<file path="src/rtl/mem_store_align_if.sv">
// Store request, memory write and load-hazard signals of mem_store_align.
// slave: the aligner/write buffer; master: the pipeline and memory side.
interface mem_store_align_if;
    logic        StValid;
    logic        StReady;
    logic [31:0] StAddr;
    logic [31:0] StData;
    logic [3:0]  StMask;
    logic        StMisalign;
    logic        MemWReq;
    logic        MemWAck;
    logic [31:0] MemWAddr;
    logic [31:0] MemWData;
    logic [3:0]  MemWBE;
    logic [31:0] LdAddr;
    logic        LdHazard;
    logic        Empty;

    modport slave (
        input  StValid, StAddr, StData, StMask,
        input  MemWAck, LdAddr,
        output StReady, StMisalign,
        output MemWReq, MemWAddr, MemWData, MemWBE,
        output LdHazard, Empty
    );

    modport master (
        output StValid, StAddr, StData, StMask,
        output MemWAck, LdAddr,
        input  StReady, StMisalign,
        input  MemWReq, MemWAddr, MemWData, MemWBE,
        input  LdHazard, Empty
    );
endinterface

</file>
<file path="src/rtl/mem_store_align.sv">
// MEM-stage store aligner with an in-order write buffer drained over req/ack.
// Ports: clk, rst_n (async active-low), bus (mem_store_align_if.slave).
module mem_store_align #(
    parameter int DEPTH = 2
) (
    input  logic                    clk,
    input  logic                    rst_n,
    mem_store_align_if.slave        bus
);
    localparam int AW = $clog2(DEPTH);

    logic [29:0] r_addr  [DEPTH];
    logic [31:0] r_data  [DEPTH];
    logic [3:0]  r_be    [DEPTH];
    logic        r_valid [DEPTH];
    logic [AW-1:0] r_wptr;
    logic [AW-1:0] r_rptr;
    logic [AW:0]   r_count;
    logic          r_misalign;

    logic [1:0]  w_sub;
    logic [3:0]  w_be;
    logic [31:0] w_shift;
    logic [31:0] w_lane;
    logic        w_ill;
    logic        w_full;
    logic        w_empty;
    logic        w_acc;
    logic        w_push;
    logic        w_pop;
    logic        w_hit;
    logic        w_unused;

    assign w_unused = &{1'b0, bus.LdAddr[1:0]};

    assign w_sub   = bus.StAddr[1:0];
    assign w_be    = bus.StMask << w_sub;
    assign w_shift = bus.StData << {w_sub, 3'b000};

    // Bytes outside the enables are forced to zero in the entry.
    always_comb begin
        w_lane = '0;
        for (int i = 0; i < 4; i++) begin
            if (w_be[i]) w_lane[8*i +: 8] = w_shift[8*i +: 8];
        end
    end

    always_comb begin
        w_ill = 1'b1;
        unique case (bus.StMask)
            4'b0001: w_ill = 1'b0;
            4'b0011: w_ill = w_sub[0];
            4'b1111: w_ill = (w_sub != 2'b00);
            default: w_ill = 1'b1;
        endcase
    end

    assign w_full  = (r_count == (AW+1)'(DEPTH));
    assign w_empty = (r_count == '0);
    // No pass-through: a full buffer refuses even while popping.
    assign w_acc   = bus.StValid && !w_full;
    assign w_push  = w_acc && !w_ill;
    assign w_pop   = !w_empty && bus.MemWAck;

    always_comb begin
        w_hit = 1'b0;
        for (int i = 0; i < DEPTH; i++) begin
            if (r_valid[i] && r_addr[i] == bus.LdAddr[31:2])
                w_hit = 1'b1;
        end
    end

    always_ff @(posedge clk or negedge rst_n) begin
        if (!rst_n) begin
            for (int i = 0; i < DEPTH; i++) begin
                r_addr[i]  <= '0;
                r_data[i]  <= '0;
                r_be[i]    <= '0;
                r_valid[i] <= 1'b0;
            end
            r_wptr     <= '0;
            r_rptr     <= '0;
            r_count    <= '0;
            r_misalign <= 1'b0;
        end else begin
            r_misalign <= w_acc && w_ill;
            if (w_pop) begin
                r_valid[r_rptr] <= 1'b0;
                r_rptr <= r_rptr + AW'(1);
            end
            if (w_push) begin
                r_addr[r_wptr]  <= bus.StAddr[31:2];
                r_data[r_wptr]  <= w_lane;
                r_be[r_wptr]    <= w_be;
                r_valid[r_wptr] <= 1'b1;
                r_wptr <= r_wptr + AW'(1);
            end
            if (w_push && !w_pop)
                r_count <= r_count + (AW+1)'(1);
            else if (!w_push && w_pop)
                r_count <= r_count - (AW+1)'(1);
        end
    end

    assign bus.StReady    = !w_full;
    assign bus.Empty      = w_empty;
    assign bus.StMisalign = r_misalign;
    assign bus.MemWReq    = !w_empty;
    assign bus.LdHazard   = w_hit;
    assign bus.MemWAddr   = w_empty ? '0 : {r_addr[r_rptr], 2'b00};
    assign bus.MemWData   = w_empty ? '0 : r_data[r_rptr];
    assign bus.MemWBE     = w_empty ? '0 : r_be[r_rptr];
endmodule

</file>
<file path="src/flat_wrapper.sv">
// flat-port wrapper written by rule: the top's interface ports become plain ports
module mem_store_align_flat 
#(
    parameter int DEPTH = 2
)
  (clk, rst_n, bus_StValid, bus_StAddr, bus_StData, bus_StMask, bus_MemWAck, bus_LdAddr, bus_StReady, bus_StMisalign, bus_MemWReq, bus_MemWAddr, bus_MemWData, bus_MemWBE, bus_LdHazard, bus_Empty);
  mem_store_align_if bus_i ();
  input  logic clk;
  input  logic rst_n;
  input wire logic [$bits(bus_i.StValid)-1:0] bus_StValid;
  input wire logic [$bits(bus_i.StAddr)-1:0] bus_StAddr;
  input wire logic [$bits(bus_i.StData)-1:0] bus_StData;
  input wire logic [$bits(bus_i.StMask)-1:0] bus_StMask;
  input wire logic [$bits(bus_i.MemWAck)-1:0] bus_MemWAck;
  input wire logic [$bits(bus_i.LdAddr)-1:0] bus_LdAddr;
  output wire logic [$bits(bus_i.StReady)-1:0] bus_StReady;
  output wire logic [$bits(bus_i.StMisalign)-1:0] bus_StMisalign;
  output wire logic [$bits(bus_i.MemWReq)-1:0] bus_MemWReq;
  output wire logic [$bits(bus_i.MemWAddr)-1:0] bus_MemWAddr;
  output wire logic [$bits(bus_i.MemWData)-1:0] bus_MemWData;
  output wire logic [$bits(bus_i.MemWBE)-1:0] bus_MemWBE;
  output wire logic [$bits(bus_i.LdHazard)-1:0] bus_LdHazard;
  output wire logic [$bits(bus_i.Empty)-1:0] bus_Empty;
  assign bus_i.StValid = bus_StValid;
  assign bus_i.StAddr = bus_StAddr;
  assign bus_i.StData = bus_StData;
  assign bus_i.StMask = bus_StMask;
  assign bus_i.MemWAck = bus_MemWAck;
  assign bus_i.LdAddr = bus_LdAddr;
  assign bus_StReady = bus_i.StReady;
  assign bus_StMisalign = bus_i.StMisalign;
  assign bus_MemWReq = bus_i.MemWReq;
  assign bus_MemWAddr = bus_i.MemWAddr;
  assign bus_MemWData = bus_i.MemWData;
  assign bus_MemWBE = bus_i.MemWBE;
  assign bus_LdHazard = bus_i.LdHazard;
  assign bus_Empty = bus_i.Empty;
  mem_store_align #(.DEPTH(DEPTH)) u_core (.clk(clk), .rst_n(rst_n), .bus(bus_i));
endmodule
</file>
<file path="config.mk">
export PLATFORM = sky130hd
export DESIGN_NAME = mem_store_align_flat
export DESIGN_NICKNAME = d
export VERILOG_FILES = /design/src/rtl/mem_store_align_if.sv /design/src/rtl/mem_store_align.sv /design/src/flat_wrapper.sv
export SDC_FILE = /design/constraint.sdc
export NUM_CORES = 1
export LEC_CHECK = 0
export BUFFER_PORTS_ARGS = -buffer_cell sky130_fd_sc_hd__clkbuf_2
export CORE_MARGIN = 2
export CORE_UTILIZATION = 49
export CTS_CLUSTER_DIAMETER = 50
export CTS_CLUSTER_SIZE = 12
export DETAILED_ROUTE_END_ITERATION = 10
export GPL_ROUTABILITY_DRIVEN = 0
export GPL_TIMING_DRIVEN = 0
export MAX_ROUTING_LAYER = met4
export PLACE_DENSITY = 0.76
export REMOVE_ABC_BUFFERS = 1
export SYNTH_ARGS = -nofsm -noshare
export SYNTH_HDL_FRONTEND = slang
export SYNTH_SLANG_ARGS = --single-unit
</file>
<file path="constraint.sdc">
create_clock -name clk -period 2 [get_ports clk]
set_clock_uncertainty 0.2 [all_clocks]
set_input_delay 0.5 -clock clk [delete_from_list [all_inputs] [get_ports clk]]
set_output_delay 0.5 -clock clk [all_outputs]
set_load 0.05 [all_outputs]
</file>
==> results by group <==
Critical path
  • Worst Path Buf+Inv: 1
  • Setup CP Type: reg2out
  • Worst-path fanout max: 3
  • Crit-path cells: xor2_1 > nor4_1 > nand4_1 > o22ai_4 > buf_8
  • Delay-heaviest family, CP: simple AND/OR/NAND/NOR gates
  • Worst path slowest cell: nor4_1
  • CP Launch Type: register
  • Worst EP arrival: 2.23 ns
  • CP startpoint: u_core.r_addr[32]$_DFFE_PN0P_
  • R2r startpoint: u_core.r_count[1]$_DFFE_PN0P_
  • Largest stage delay, worst path: 0.52 ns
  • Endpoint class of the critical path: output pin
  • Worst EP required: 1.30 ns

Detailed routing
  • Vias per cell: 5.777
  • Top layer in use: met4
  • Via count: 6291
  • First-pass iteration count of the detailed router: 4
  • Routed Antenna Nets: 0
  • DRC: 0
  • Metal-1 WL: 10620 um
  • Per-cell routed wire length: about 24 um
  • Total wire length: 26600 um
  • Met2 WL: 13430 um
  • Met3 routed WL: 1521 um
  • Initial DRC Count: 391

Clock tree
  • Clock Tree Buf Depth: 2
  • CTS tree: yes
  • CTS root buf: clkbuf_16
  • CTS buffer count: 17
  • Worst-Skew Late Latency: 0.42 ns
  • Htree depth: 4
  • CTS Sinks: 139
  • CTS clk-pin slew, worst paths: ~0.060 ns

Placed design
  • I/O Buffers: 172
  • Pre-CTS WS: -1.427 ns
  • HPWL after detailed placement: 12300 um
  • Post-DP Area: 0.008692 sq mm

STA
  • Final max-slew violation count: 0
  • Setup TNS: -50.09 ns
  • RSZ-0062 raised after global routing: yes
  • Final Hold Slack: 0.1257 ns
  • Final Hold Fails: 0
  • Tmin final: 2.931 ns
  • Setup violations, final: about 200
  • Fmax achieved: 341.1 MHz
  • Fin crit share: 146.6%
  • Final setup margin: -0.9313 ns
  • Worst-Margin Slew: approximately 0.84 ns
  • Relative slew slack: 43.48%

Logic synthesis
  • Sequential fraction of the synthesis area: between 40% and 50%
  • Most common cell in the synthesized netlist: dfrtp_1
  • Number of synthesized register bits: 139
  • Top FF cell, synth: dfrtp_1
  • Mapped Cells: 644
  • Mean Syn Cell Area: 11.74 sq um
  • Cell taking the most area after synthesis: dfrtp_1
  • Yosys synthesis warning count: 0
  • Synth area leaders: dfrtp_1 46%, mux2i_1 12%, mux2_2 11%
  • Synth top area share: between 40% and 50%
  • Post-synth cell types: 35
  • Post-synthesis cell area: 0.007558 sq mm
  • Post-synth top cells: 139 x dfrtp_1, 89 x mux2i_1, 80 x nor2_1, 73 x mux2_2, 57 x mux2_1
  • Post-synth ARST share: between 90% and 100%
  • Post-synth EDFFs: 0

Power and ir drop
  • Leak: 5.825 nW
  • Pwr dens: 1613 mW/mm^2
  • Max IR drop VDD: 0.9557 mV
  • Final Power: 0.01955 W
  • Share of power burned in registers: 25.0%
  • Combinational share of power: 57.2%
  • Net Sw Power: 0.007985 W
  • Sw frac: 40.83%
  • Clk network pwr share: between 10% and 20%
  • Int Pwr: 0.01157 W

Die
  • Die Span Y: 128.2 um
  • I/O pins: 177
  • Full die area: between 0.015 and 0.02 sq mm
  • Die W: 128.2 um
  • Starting Density: 49.90%
  • Core area: 0.01515 sq mm
  • # rows: 45

Hold path
  • Worst min path class: in2reg
  • Hold Crit Start: bus_StAddr[11]

Flow run
  • Number of max-cap violations: 0

Global route
  • First-pass GRT wire length: approximately 38000 um
  • GRT Resource Usage Total: 31.88%
  • Largest net degree at the start of global routing: 97
  • Overflow after GRT: 0
  • Initial antenna violation count: 0
  • Number of global-route vias before repair: 6562

Cells and area
  • # nets final: 993
  • Share of cells above drive strength 1: a little over half
  • Synth-to-Final Area Change: 60.42%
  • Fillers: 812
  • Diodes inserted: 0
  • Final instance area: 0.01213 sq mm

Outcome
  • Status: finished, violations left
  • Failing checks: negative setup slack
registers in the layout, summed over array words and instances (netlist names):
register and cells:
u_core.r_valid 2, u_core.r_be 8, u_core.r_data 64, u_core.r_addr 60
u_core.r_count 2, u_core.bus.StMisalign 1, u_core.r_wptr 1, u_core.r_rptr 1
cells by family (layout without fill, tap and decap cells):
family / count (synthesis) / in the layout / synth area share (%)
simple gates: 145 / 145 / 9.104
flops: 139 / 139 / 46.02
xor+xnor: 65 / 65 / 7.532
fa+ha+maj: 1 / 1 / 0.1655
compound gates: 29 / 29 / 2.715
mux: 219 / 219 / 31.15
buf+inv: 45 / 301 / 3.261
other cells: 1 / 2 / 0.04961
through the flow:
step | util (%) | std cells
finish | 80.06 | 1089
global route | 80.06 | 1089
CTS | 77.37 | 1087
detailed placement | 57.39 | 977
global placement | 55.69 | 966
floorplan | - | 606
area by class of cell:
type                    count  area (sq um)  share of cell area, %
multi-input cells         461          4601                  37.94
well taps                 188         235.2                  1.940
repair buffers            261          3093                  25.51
inverters                   6         35.03                 0.2889
clock inverters            12         193.9                  1.599
clock buffers              20         456.7                  3.766
repair inverters            2         28.78                 0.2373
flip-flops and latches    139          3482                  28.72
cell usage in the layout (no fill, tap or decap), types with 4 or more instances in the layout:
cell	count
dfrtp_1	138
mux2_4	126
clkbuf_2	99
mux2i_1	77
nor2_1	66
clkbuf_8	59
xor2_1	32
xnor2_1	26
clkbuf_16	23
buf_12	23
buf_8	22
buf_16	20
buf_6	17
a211oi_1	16
buf_4	16
nand2_1	10
nand4_1	10
nor2b_1	9
or2_2	8
and2_1	8
nor2_2	7
nor2_4	7
xnor2_2	7
a21oi_1	7
mux2i_2	6
mux2i_4	6
nor4_1	6
inv_1	5
bufinv_16	5
clkinv_2	4
metal layers:
metal	vias up	track usage, %
met4	0	15.64
met3	68	6.678
li1	2740	-
met2	294	52.91
met1	3189	36.86
met5	-	-
worst paths after layout:
path	to	cells after the start	slack (ns)
min in group asynchronous	u_core.r_addr[29]$_DFFE_PN0P_	2	0.38
min reg2reg	u_core.r_data[45]$_DFFE_PN0P_	1	0.31
max reg2reg	u_core.r_addr[49]$_DFFE_PN0P_	11	-0.27
min	u_core.r_addr[39]$_DFFE_PN0P_	2	0.13
max	bus_LdHazard	5	-0.93
max in group asynchronous	u_core.r_rptr$_DFFE_PN0P_	3	0.40
timing repair:
action	CTS	global route
hold buffers	1	0
cloned	25	2
hold endpoints to repair	43	0
setup endpoints to repair	205	201
setup buffers	54	18
pin swaps	25	28
resized for setup	281	159
power by group through the flow:
stage	clock, W	combinational (W)	sequential, W
4_1_cts	0.00349	0.0103	0.00465
6_report	0.00349	0.0112	0.00488
3_5_place_dp	0	0.00661	0.00482
5_1_grt	0.00364	0.0116	0.00495
2_1_floorplan	0	0.00497	0.00471
3_3_place_gp	0	0.00597	0.00481
Power figures use the tool's default switching activity.
